**config.mk**
```make
export PLATFORM = sky130hd
export DESIGN_NAME = cmd_encod_seq
export DESIGN_NICKNAME = d
export VERILOG_FILES = /design/src/rtl/cmd_encod_seq_pkg.sv /design/src/rtl/cmd_encod_slot.sv /design/src/rtl/cmd_encod_seq.sv
export SDC_FILE = /design/constraint.sdc
export NUM_CORES = 1
export LEC_CHECK = 0
export CAP_MARGIN = 20
export CORE_MARGIN = 5
export CORE_UTILIZATION = 35
export DETAILED_ROUTE_END_ITERATION = 8
export PLACE_DENSITY = 0.78
export RECOVER_POWER = 100
export SYNTH_ARGS = -nofsm -noshare
export SYNTH_HDL_FRONTEND = slang
export SYNTH_SLANG_ARGS = --single-unit
```
**constraint.sdc**
```tcl
create_clock -name clk_div -period 2.2 [get_ports clk_div]
set_input_delay 0.44 -clock clk_div [delete_from_list [all_inputs] [get_ports clk_div]]
set_output_delay 0.44 -clock clk_div [all_outputs]
set_load 0.1 [all_outputs]
```
**src/rtl/cmd_encod_seq_pkg.sv**
```systemverilog
// Shared DDR3 command definitions for the command sequencer.
// Command codes, slot indices, FSM states and the RAS/CAS/WE encoder.
package cmd_encod_seq_pkg;

    localparam logic [2:0] CMD_NOP = 3'd0;
    localparam logic [2:0] CMD_ACT = 3'd1;
    localparam logic [2:0] CMD_RD  = 3'd2;
    localparam logic [2:0] CMD_WR  = 3'd3;
    localparam logic [2:0] CMD_PRE = 3'd4;
    localparam logic [2:0] CMD_REF = 3'd5;
    localparam logic [2:0] CMD_MRS = 3'd6;
    localparam logic [2:0] CMD_ZQC = 3'd7;

    localparam logic SLOT_FIRST  = 1'b0;
    localparam logic SLOT_SECOND = 1'b1;

    typedef enum logic [1:0] {
        ST_IDLE,
        ST_ISSUE,
        ST_WAIT
    } seq_state_e;

    // Active-low {ras, cas, we}
    function automatic logic [2:0] cmd_rcw(input logic [2:0] code);
        logic [2:0] rcw;
        case (code)
            CMD_ACT: rcw = 3'b011;
            CMD_RD:  rcw = 3'b101;
            CMD_WR:  rcw = 3'b100;
            CMD_PRE: rcw = 3'b010;
            CMD_REF: rcw = 3'b001;
            CMD_MRS: rcw = 3'b000;
            CMD_ZQC: rcw = 3'b110;
            default: rcw = 3'b111;
        endcase
        return rcw;
    endfunction

endpackage

```
**src/rtl/cmd_encod_slot.sv**
```systemverilog
// Places an encoded command in one clk_div slot; the other slot gets NOP.
// Bit 0 of each pair is the first slot, bit 1 the second.
module cmd_encod_slot
    import cmd_encod_seq_pkg::*;
(
    input  logic [2:0] code,
    input  logic       slot,
    output logic [1:0] ras,
    output logic [1:0] cas,
    output logic [1:0] we
);

    logic [2:0] rcw;

    always_comb begin
        rcw = cmd_rcw(code);
        ras = 2'b11;
        cas = 2'b11;
        we  = 2'b11;
        if (slot == SLOT_FIRST) begin
            ras[0] = rcw[2];
            cas[0] = rcw[1];
            we[0]  = rcw[0];
        end else begin
            ras[1] = rcw[2];
            cas[1] = rcw[1];
            we[1]  = rcw[0];
        end
    end

endmodule

```
**src/rtl/cmd_encod_seq.sv**
```systemverilog
// DDR3 command sequencer: accepts queued commands, drives the PHY
// command/address pairs and pads each command with its NOP gap.
module cmd_encod_seq
    import cmd_encod_seq_pkg::*;
#(
    parameter int ADDRESS_NUMBER = 15,
    parameter int SKIP_WIDTH     = 10
) (
    input  logic                        clk_div,
    input  logic                        rst_n,
    input  logic                        cmd_valid,
    output logic                        cmd_ready,
    input  logic [2:0]                  cmd_code,
    input  logic                        cmd_slot,
    input  logic [2:0]                  cmd_bank,
    input  logic [ADDRESS_NUMBER-1:0]   cmd_addr,
    input  logic [SKIP_WIDTH-1:0]       cmd_skip,
    input  logic                        cmd_cke,
    input  logic                        cmd_odt,
    input  logic                        cmd_tri,
    input  logic                        cmd_last,
    input  logic                        abort,
    output logic [2*ADDRESS_NUMBER-1:0] in_a,
    output logic [5:0]                  in_ba,
    output logic [1:0]                  in_we,
    output logic [1:0]                  in_ras,
    output logic [1:0]                  in_cas,
    output logic [1:0]                  in_cke,
    output logic [1:0]                  in_odt,
    output logic                        in_tri,
    output logic                        busy,
    output logic                        done
);

    localparam logic [SKIP_WIDTH-1:0] SKIP_ONE = SKIP_WIDTH'(1);

    seq_state_e                state_q, state_d;
    logic [SKIP_WIDTH-1:0]     skip_cnt_q, skip_cnt_d;
    logic [ADDRESS_NUMBER-1:0] a_q, a_d;
    logic [2:0]                ba_q, ba_d;
    logic [1:0]                ras_q, ras_d;
    logic [1:0]                cas_q, cas_d;
    logic [1:0]                we_q, we_d;
    logic                      cke_q, cke_d;
    logic                      odt_q, odt_d;
    logic                      tri_q, tri_d;
    logic                      last_q, last_d;
    logic                      done_q, done_d;
    logic                      accept;
    logic [1:0]                enc_ras, enc_cas, enc_we;

    cmd_encod_slot u_slot (
        .code (cmd_code),
        .slot (cmd_slot),
        .ras  (enc_ras),
        .cas  (enc_cas),
        .we   (enc_we)
    );

    always_comb begin
        cmd_ready = 1'b0;
        if (rst_n && !abort) begin
            unique case (state_q)
                ST_IDLE:  cmd_ready = 1'b1;
                ST_ISSUE: cmd_ready = (skip_cnt_q == '0);
                ST_WAIT:  cmd_ready = (skip_cnt_q == SKIP_ONE);
                default:  cmd_ready = 1'b0;
            endcase
        end
    end

    assign accept = cmd_valid & cmd_ready;

    always_comb begin
        state_d    = state_q;
        skip_cnt_d = skip_cnt_q;
        a_d        = a_q;
        ba_d       = ba_q;
        ras_d      = 2'b11;
        cas_d      = 2'b11;
        we_d       = 2'b11;
        cke_d      = cke_q;
        odt_d      = odt_q;
        tri_d      = tri_q;
        last_d     = last_q;
        if (abort) begin
            state_d    = ST_IDLE;
            skip_cnt_d = '0;
        end else if (accept) begin
            state_d    = ST_ISSUE;
            skip_cnt_d = cmd_skip;
            a_d        = cmd_addr;
            ba_d       = cmd_bank;
            ras_d      = enc_ras;
            cas_d      = enc_cas;
            we_d       = enc_we;
            cke_d      = cmd_cke;
            odt_d      = cmd_odt;
            tri_d      = cmd_tri;
            last_d     = cmd_last;
        end else begin
            unique case (state_q)
                ST_ISSUE: state_d = (skip_cnt_q == '0) ? ST_IDLE : ST_WAIT;
                ST_WAIT: begin
                    skip_cnt_d = skip_cnt_q - SKIP_ONE;
                    if (skip_cnt_q == SKIP_ONE) state_d = ST_IDLE;
                end
                default: state_d = ST_IDLE;
            endcase
        end
        // Flag the final NOP (or the command itself when there is no gap)
        done_d = (accept && cmd_last && cmd_skip == '0)
               || (!abort && state_d == ST_WAIT
                   && skip_cnt_d == SKIP_ONE && last_q);
    end

    always_ff @(posedge clk_div) begin
        if (!rst_n) begin
            state_q    <= ST_IDLE;
            skip_cnt_q <= '0;
            a_q        <= '0;
            ba_q       <= '0;
            ras_q      <= 2'b11;
            cas_q      <= 2'b11;
            we_q       <= 2'b11;
            cke_q      <= 1'b0;
            odt_q      <= 1'b0;
            tri_q      <= 1'b0;
            last_q     <= 1'b0;
            done_q     <= 1'b0;
        end else begin
            state_q    <= state_d;
            skip_cnt_q <= skip_cnt_d;
            a_q        <= a_d;
            ba_q       <= ba_d;
            ras_q      <= ras_d;
            cas_q      <= cas_d;
            we_q       <= we_d;
            cke_q      <= cke_d;
            odt_q      <= odt_d;
            tri_q      <= tri_d;
            last_q     <= last_d;
            done_q     <= done_d;
        end
    end

    assign in_a   = {a_q, a_q};
    assign in_ba  = {ba_q, ba_q};
    assign in_ras = ras_q;
    assign in_cas = cas_q;
    assign in_we  = we_q;
    assign in_cke = {2{cke_q}};
    assign in_odt = {2{odt_q}};
    assign in_tri = tri_q;
    assign done   = done_q;
    assign busy   = (state_q != ST_IDLE)
                  || ({ras_q, cas_q, we_q} != 6'b111111);

endmodule

```
Word level (Yosys, flattened, before mapping)
Cells that the tools add are included.

Bits in registers: 41. Input bits: 40. Output and inout bits: 50. Logic and storage cells: 61.

$add $sub $neg: 1. Equality and inequality tests: 13. Mux-type cells: 11. Bitwise operators: 5. Reduce and logical (&&, ||, !) cells: 16.

Operators by type and width (count): $mux W10 (3); $pmux W3 S7 (1); $eq A10 B1 Y1 const B (2); $logic_not A10 Y1 (2); $eq A3 B3 Y1 const B (4); $sub A10 B1 Y10 const B (1); $mux W2 (4); $reduce_or A4 Y1 (2); $eq A3 B2 Y1 const B (2); $logic_and A1 B1 Y1 (6); $ne A6 B6 Y1 const B (1); $eq A2 B2 Y1 const B (2); $not A1 Y1 (4); $pmux W2 S2 (1); $eq A3 B1 Y1 const B (1); $pmux W1 S3 (1); $eq A2 B1 Y1 const B (1); $logic_not A2 Y1 (1); $logic_or A1 B1 Y1 (2); $reduce_and A2 Y1 (1); $reduce_bool A2 Y1 (1); $and A1 B1 Y1 (1); $logic_not A1 Y1 (1); $mux W1 (1).

Logic depth before layout (Yosys ltp)
Gate-level depths: netlist (run 1).

Depth in word-level cells: 11. Depth in mapped cells: 10. Mapped depth without buffers: 8.

Hierarchy
From an unflattened synthesis (run 1), not the netlist that was laid out.

Cell total of the unflattened synthesis: 250. Area total of the unflattened synthesis: 2099.5 µm².

By module, submodules not included: cmd_encod_seq (instances 1, cells an instance 236, area an instance 2004.4 µm², seq. area each 820.8 µm²); cmd_encod_slot (instances 1, cells an instance 14, area an instance 95.1 µm², seq. area each 0.0 µm²).

Worst setup path before layout (run 1)
No wires, ideal clock.

Kind: register to output. Start point: register skip_cnt_q[3]. End point: output port cmd_ready. Data arrival time: 2.992 ns. Data required time: 1.760 ns. Slack: -1.232 ns. Cell stages (with the launch flop): 4. Buffers on the path: 0. Cells stage by stage: dfxtp_1 nor4_4 a31oi_1 nor3_1.

Cells in the longest elaborated chain, start to end: 3. Elaborated cells between the ends (all ways): 4. Those cells by class: eq/ne (1); mux (2); reduce/logical (1).

Ends and longest elaborated chain: start, declared (RTL line cmd_encod_seq.sv:38) `logic [SKIP_WIDTH-1:0] skip_cnt_q, skip_cnt_d;`; start signal, assigned (RTL line cmd_encod_seq.sv:133) `skip_cnt_q <= skip_cnt_d;`; $eq A10 B1 Y1 or $logic_not A10 Y1 (tied branches) (RTL line cmd_encod_seq.sv:66, cmd_encod_seq.sv:65); $pmux W1 S3 (*) (RTL line cmd_encod_seq.sv:63) `unique case (state_q)`; $mux W1 (*) (RTL line cmd_encod_seq.sv:62) `if (rst_n && !abort) begin`; end, declared (RTL line cmd_encod_seq.sv:12) `output logic cmd_ready,`.

Every way passes the cells marked *; elsewhere a longest branch is shown, timed or not.

Worst setup path after layout (run 1)
Start point: register skip_cnt_q[8]. End point: output port cmd_ready.

Same word-level chain as after synthesis.

==> summary.txt, run 1 <==
Die
  • Initial cell density of the core: 0.357
  • Die height: roughly 90 µm
  • Row cnt: 28
  • Top Ports: 90
  • Core Region: around 0.0059 mm²
  • Die area: 0.00766 mm²
  • Die Wd: between 80 and 90 µm

Synth
  • Top-area cell type share of the netlist area: 0.390
  • Seq cells post-synth: 41
  • Mean area per synthesized cell: roughly 8.4 µm²
  • Simple-Gate Fraction of Synth Area: 0.251
  • Syn Nets: 296
  • Cell variety after synth: between 40 and 50
  • XOR/XNOR Fraction of Synth Area: 0.0375
  • Gate Count Post-Synth: approximately 250
  • Main area contributors after synthesis: dfxtp_1 (39%), nand2_1 (10%), a21boi_0 (7.9%), buf_4 (7.9%), ha_1 (4.2%)
  • Number of flops mapped to enable cells by yosys: 0
  • Post-synthesis compound-gate area fraction: 0.154
  • Fraction of registers with async set/reset: 0
  • Seq/Total Area, Yosys: 0.390
  • Multiplexer area fraction after synthesis: 0.0143
  • Adder-Cell Fraction of Synth Area: 0.0417
  • Cell Area, Synth: 0.00210 mm²
  • Main combinational cell family by area after synthesis: simple AND/OR/NAND/NOR gates
  • Prevailing post-synth register cell: dfxtp_1
  • Yosys warns: 0
  • Yosys top cell by area: dfxtp_1

Global routing
  • First-pass GRT wire length: between 9000 and 10000 µm
  • GRT Util Overall: 0.151
  • Number of global-route vias before repair: about 2000
  • Largest net degree at the start of global routing: 29
  • Grt ovf: 0
  • Initial antenna violation count: 0

Layout
  • Post-Layout Cell Count: between 400 and 500
  • Commonest non-fill, non-tap cell in the layout: nand2_1
  • Layout area overhead: 47.7%
  • Share of cells above drive strength 1: 0.338
  • Util after Layout: 0.527
  • Post-route cell area: 0.00310 mm²
  • Final #Nets: approximately 390
  • Most frequent cells in the layout: nand2_1 (56), clkbuf_2 (48), clkdlybuf4s50_1 (39)
  • N_diodes: 0

Setup path
  • Reg2reg end: done
  • WP data arrival: about 1.7 ns
  • Crit Path Max Fanout: 4
  • Worst r2r src: state_q[0]
  • Flop2flop setup slack: around 0.080 ns
  • Crit path required time: between 1.5 and 2 ns
  • Kind of critical path: flop to output port
  • Crit path capture type: output port
  • Startpoint Class: flop
  • Worst R2R Path Depth: 9

Min path
  • Hold-critical path depth: 2
  • HP Start: a_q[6]
  • Hold Path End: a_q[6]
  • Worst min path class: flop to flop

Placed design
  • Port bufs: 89
  • Pre-CTS setup slack: -0.144 ns
  • Area post-placement: roughly 0.003 mm²
  • GP Congestion: 0.860
  • Cells after DPL: about 410
  • DP HPWL: about 4400 µm

Pwr
  • Cell Pwr Density: just under 600 mW/mm²
  • Sw Ratio: 0.329
  • Seq pwr share: 0.421
  • P_int: between 1 and 1.5 mW
  • Lkg Pwr: roughly 1.3 nW
  • Max VDD drop: around 0.29 mV
  • Tot Pwr: 1.84 mW
  • Sw Pwr: 607 µW
  • Clock Power Share: 0.323
  • Comb power frac: 0.257

Flow run
  • Max Cap Viol: 0

Timing
  • RSZ-0062 raised after global routing: yes
  • Worst setup margin: between 0.015 and 0.02 ns
  • TNS Setup: 0 ns
  • Max Clock Skew: approximately 0.0093 ns
  • Peak Freq: 0.459 GHz
  • Slew Limit Headroom: 0.627
  • Final max-slew violation count: 0
  • Final setup vio count: 0
  • Tmin final: around 2.2 ns
  • Fin crit share: 0.991
  • Hold_ws: about 0.49 ns
  • Worst-Margin Slew: between 0.5 and 0.6 ns
  • Hold Vio Cnt, Final: 0

Route
  • DRC Markers: 0
  • Vias per cell: approximately 4.9
  • ANT nets after route: 0
  • Average wire per standard cell: about 14 µm
  • Total number of vias: 2035
  • DR pass1 iterations: 4
  • DRT Wirelength: roughly 5800 µm
  • First-iteration detailed-routing DRC count: 52

CTS
  • CTS Buf Count: 5
  • TritonCTS clock tree: yes
  • H-tree depth: 2
  • Skew-Pair Late Insertion Delay: 0.30 ns
  • CTS Root Cell: clkbuf_8
  • Worst-path clk slew: about 0.090 ns
  • CTS sink cnt: around 40
  • Max clock buf depth: 2

Status
  • Status: finished, final reports clean
==> area by class of cell <==
cell class              count  area, µm²
flip-flops and latches     41        847
fillers                   576       2780
inverters                   5       18.8
clock buffers               7        108
multi-input cells         169       1140
repair buffers            117        888
clock inverters             1       7.51
well taps                  75       93.8
==> power groups by stage <==
stage / clock [mW] / sequential, mW / combinational, mW
floorplan: 0 / 0.887 / 0.222
global placement: 0 / 0.792 / 0.469
detailed placement: 0 / 0.793 / 0.472
CTS: 0.615 / 0.777 / 0.481
global route: 0.652 / 0.779 / 0.497
finish: 0.595 / 0.775 / 0.473
==> registers in the layout, indices dropped and copies added, names as in the netlist <==
register / cells
a_q: 15
skip_cnt_q: 10
ba_q: 3
in_cas: 2
in_ras: 2
in_we: 2
state_q: 2
cke_q: 1
done: 1
in_tri: 1
last_q: 1
odt_q: 1
==> Yosys cell counts (4+ instances only) <==
library cell,number
inv_1,5
nand2_1,56
buf_4,22
ha_1,7
xnor2_1,6
nor2_1,16
a21boi_0,22
buf_2,5
a21oi_1,4
a211oi_1,5
nor3_1,5
clkbuf_1,7
dfxtp_1,41
==> cell families (layout without fill, tap and decap cells) <==
logic type,after synthesis,after routing
multiplexers,3,3
AND/OR/NAND/NOR,105,105
flip-flops,41,41
XOR/XNOR,9,9
adder cells (fa/ha/maj),7,7
AO/OA/AOI/OAI,45,45
buffers and inverters,39,130
==> timing repair <==
item | 4_1_cts | 5_1_grt
hold buffers | 0 | 0
hold endpoints to repair | 0 | 0
gates resized for setup | 9 | 12
pin swaps | 5 | 4
endpoints found under the setup margin | 2 | 3
buffers inserted | 1 | 1
==> worst max-delay path: stages (launching register included) <==
cell,delay [ns]
dfxtp_4,0.36
nor4_4,0.41
a31oi_4,0.17
buf_6,0.15
nor3_4,0.14
buf_12,0.20
==> routing by layer <==
metal,GRT usage,vias up,share of wire
met1,0.181,954,0.41
li1,-,1007,-
met4,0.0544,0,0.017
met2,0.263,63,0.50
met5,0,-,0
met3,0.0312,11,0.069
==> worst max path at each step <==
stage	from	end	slack (ns)
after floorplan	state_q[0]	done	-0.09
after global placement	abort	done	-0.07
after detailed placement	abort	done	-0.14
after CTS	state_q[0]	done	0.005
after global routing	skip_cnt_q[2]	cmd_ready	-0.09
final	skip_cnt_q[8]	cmd_ready	0.02
Note: power is estimated with default switching activity, not from simulation.
==> run 2: changes to the inputs <==
==> constraint.sdc (replaced) <==
create_clock -name clk_div -period 1.9 [get_ports clk_div]
set_input_delay 0.38 -clock clk_div [delete_from_list [all_inputs] [get_ports clk_div]]
set_output_delay 0.38 -clock clk_div [all_outputs]
set_load 0.1 [all_outputs]
==> summary.txt, run 2 (synthesis gave the netlist of run 1 again) <==
Global routing
  • Grt ovf: 0 (unchanged)
  • First-pass GRT wire length: 9340 µm (was 9190 µm)
  • Initial antenna violation count: 0 (unchanged)
  • Largest net degree at the start of global routing: 29 (unchanged)
  • GRT Util Overall: 0.151 (about the same)
  • Number of global-route vias before repair: 2100 (was 1987)

Layout
  • Commonest non-fill, non-tap cell in the layout: nand2_1 (unchanged)
  • Top reg by flops: a_q (unchanged)
  • Final #Nets: 413 (was 386)
  • Max reg flops: 15 (unchanged)
  • Most frequent cells in the layout: nand2_1 (56), buf_4 (51), clkbuf_2 (48) (was nand2_1 (56), clkbuf_2 (48), clkdlybuf4s50_1 (39))
  • Share of cells above drive strength 1: 0.426 (was 0.338)
  • Biggest regs: a_q x15, skip_cnt_q x10, ba_q x3 (unchanged)
  • N_diodes: 0 (unchanged)
  • Layout area overhead: 59.6% (was 47.7%)

Setup path
  • Crit Path Max Fanout: 3 (was 4)
  • Crit path capture type: flop (was output port)
  • Slowest stage cell, crit path: or4_4 (was nor4_4)
  • WP data arrival: 2.36 ns (was 1.74 ns)
  • Worst-path cell chain: inv_2 -> ha_4 -> a22o_1 -> a31oi_4 -> buf_6 -> or2_4 -> nor2_4 -> or4_4 -> o32ai_2 (was nor4_4 -> a31oi_4 -> buf_6 -> nor3_4 -> buf_12)
  • Startpoint Class: flop (unchanged)
  • Crit path largest cell delay: 0.51 ns (was 0.41 ns)
  • Crit path required time: 2.10 ns (was 1.76 ns)
  • Crit path buf inv count: 2 (unchanged)
  • Kind of critical path: flop to flop (was flop to output port)
  • Kind of cell adding the most delay to the critical path: compound AO/OA/AOI/OAI gates (was simple AND/OR/NAND/NOR gates)

Timing
  • RSZ-0062 raised after global routing: yes (unchanged)
  • Final setup vio count: 28 (was 0)
  • Max Clock Skew: 0.00361 ns (was 0.00930 ns)
  • Worst setup margin: -0.255 ns (was 0.0198 ns)
  • Tmin final: roughly 2.2 ns
  • Worst-Margin Slew: 0.555 ns (was 0.562 ns)
  • Peak Freq: 0.464 GHz
  • Slew Limit Headroom: 0.632 (was 0.627)
  • Final max-slew violation count: 0 (unchanged)
  • Fin crit share: 1.13
  • Hold_ws: 0.478 ns (was 0.485 ns)
  • Hold Vio Cnt, Final: 0 (unchanged)

CTS
  • TritonCTS clock tree: yes (unchanged)
  • H-tree depth: 2 (unchanged)
  • Hold Buf Count CTS: 0 (unchanged)
  • CTS Buf Count: 5 (unchanged)
  • Skew-Pair Late Insertion Delay: 0.29 ns (was 0.30 ns)
  • Max clock buf depth: 2 (unchanged)
  • CTS sink cnt: 41 (unchanged)
  • CTS Root Cell: clkbuf_8 (unchanged)
  • Worst-path clk slew: 0.08 ns (was 0.09 ns)

Placed design
  • GP Congestion: 0.829 (was 0.860)
  • DP HPWL: 4690 µm (was 4410 µm)
  • Port bufs: 89 (unchanged)
  • Pre-CTS setup slack: -0.350 ns (was -0.144 ns)

Pwr
  • Max VDD drop: 0.377 mV (was 0.286 mV)
  • Cell Pwr Density: 619 mW/mm² (was 594 mW/mm²)
  • Lkg Pwr: 1.42 nW (was 1.28 nW)

Route
  • Met2 wire length: 3040 µm (was 2890 µm)
  • Total number of vias: 2103 (was 2035)
  • Average wire per standard cell: 13.6 µm (was 13.9 µm)
  • First-iteration detailed-routing DRC count: 65 (was 52)
  • Top layer in use: met4 (unchanged)
  • Met3 Wirelength: 395 µm (was 399 µm)
  • Vias per cell: 4.77 (was 4.90)
  • DRT Wirelength: 5990 µm (was 5750 µm)
  • DRC Markers: 0 (unchanged)
  • Met1 wire length: 2490 µm (was 2360 µm)
  • DR pass1 iterations: 4 (unchanged)
  • ANT nets after route: 0 (unchanged)

Status
  • Failing checks: negative setup slack
  • Status: finished with violations (was finished, final reports clean)

Die
  • Row cnt: 28 (unchanged)
  • Top Ports: 90 (unchanged)
  • Initial cell density of the core: 0.357 (unchanged)
  • Die height: 87.5 µm (unchanged)
  • Die Wd: 87.5 µm (unchanged)
  • Core Region: 0.00589 mm² (unchanged)
  • Die area: 0.00766 mm² (unchanged)

Flow run
  • Max Cap Viol: 0 (unchanged)

Min path
  • Worst min path class: flop to flop (unchanged)
[run 2: changes by cell type in the layout (fill, tap and decap cells not counted), moves of 3 or more]
cell	before	now
inv_1	5	2
dfxtp_1	30	25
ha_2	1	4
buf_4	26	51
inv_2	0	3
dfxtp_2	6	9
ha_1	6	2
[run 2: final timing paths]
check / startpoint / endpoint / slack (ns) / depth (start not counted)
hold reg to reg: last_q / last_q / 0.48 / 2
setup / recovery: state_q[0] / done / -0.25 / 9
hold / removal: last_q / last_q / 0.48 / 2
setup reg to reg: state_q[0] / done / -0.25 / 9
[run 2: cell type report]
cell class | count | area, µm²
flip-flops and latches | 41 | 858
multi-input cells | 169 | 1180
clock inverters | 1 | 7.51
inverters | 5 | 18.8
fillers | 564 | 2530
repair buffers | 144 | 1120
well taps | 75 | 93.8
clock buffers | 6 | 82.6
[run 2: layer usage]
metal  track usage  vias up
li1              -     1059
met1         0.184      968
met2         0.270       71
met3        0.0274        5
met4        0.0446        0
met5             0        -
[run 2: report_power, final]
part           leakage [nW]  switching [mW]  internal, mW
clock                0.0433           0.305         0.287
combinational          1.03           0.378         0.211
sequential            0.337          0.0195         0.875
[run 2: timing repair]
action                                  4_1_cts  5_1_grt
endpoints found under the setup margin       33       37
endpoints found under the hold margin         0        0
pin swaps                                    12        8
buffers inserted                              3        1
gates resized for setup                      22        7
[run 2: stage by stage]
stage / utilization / power, mW / cells / TNS, ns / cell area [µm²]
floorplan: - / 1.29 / 249 / -0.448 / 2180
global placement: 0.553 / 1.50 / 430 / -3.39 / 3260
detailed placement: 0.553 / 1.51 / 430 / -5.36 / 3260
CTS: 0.585 / 2.11 / 440 / -1.58 / 3440
global route: 0.570 / 2.16 / 441 / -4.05 / 3360
finish: 0.570 / 2.08 / 441 / -1.09 / 3360
[run 2: worst reg2reg max path, delay by kind of cell (launching register included)]
| family | cells | cell delay [ns] |
|---|---|---|
| buffers and inverters | 2 | 0.20 |
| adder cells (fa/ha/maj) | 1 | 0.15 |
| flip-flops | 1 | 0.36 |
| AO/OA/AOI/OAI | 3 | 0.70 |
| AND/OR/NAND/NOR | 3 | 0.67 |
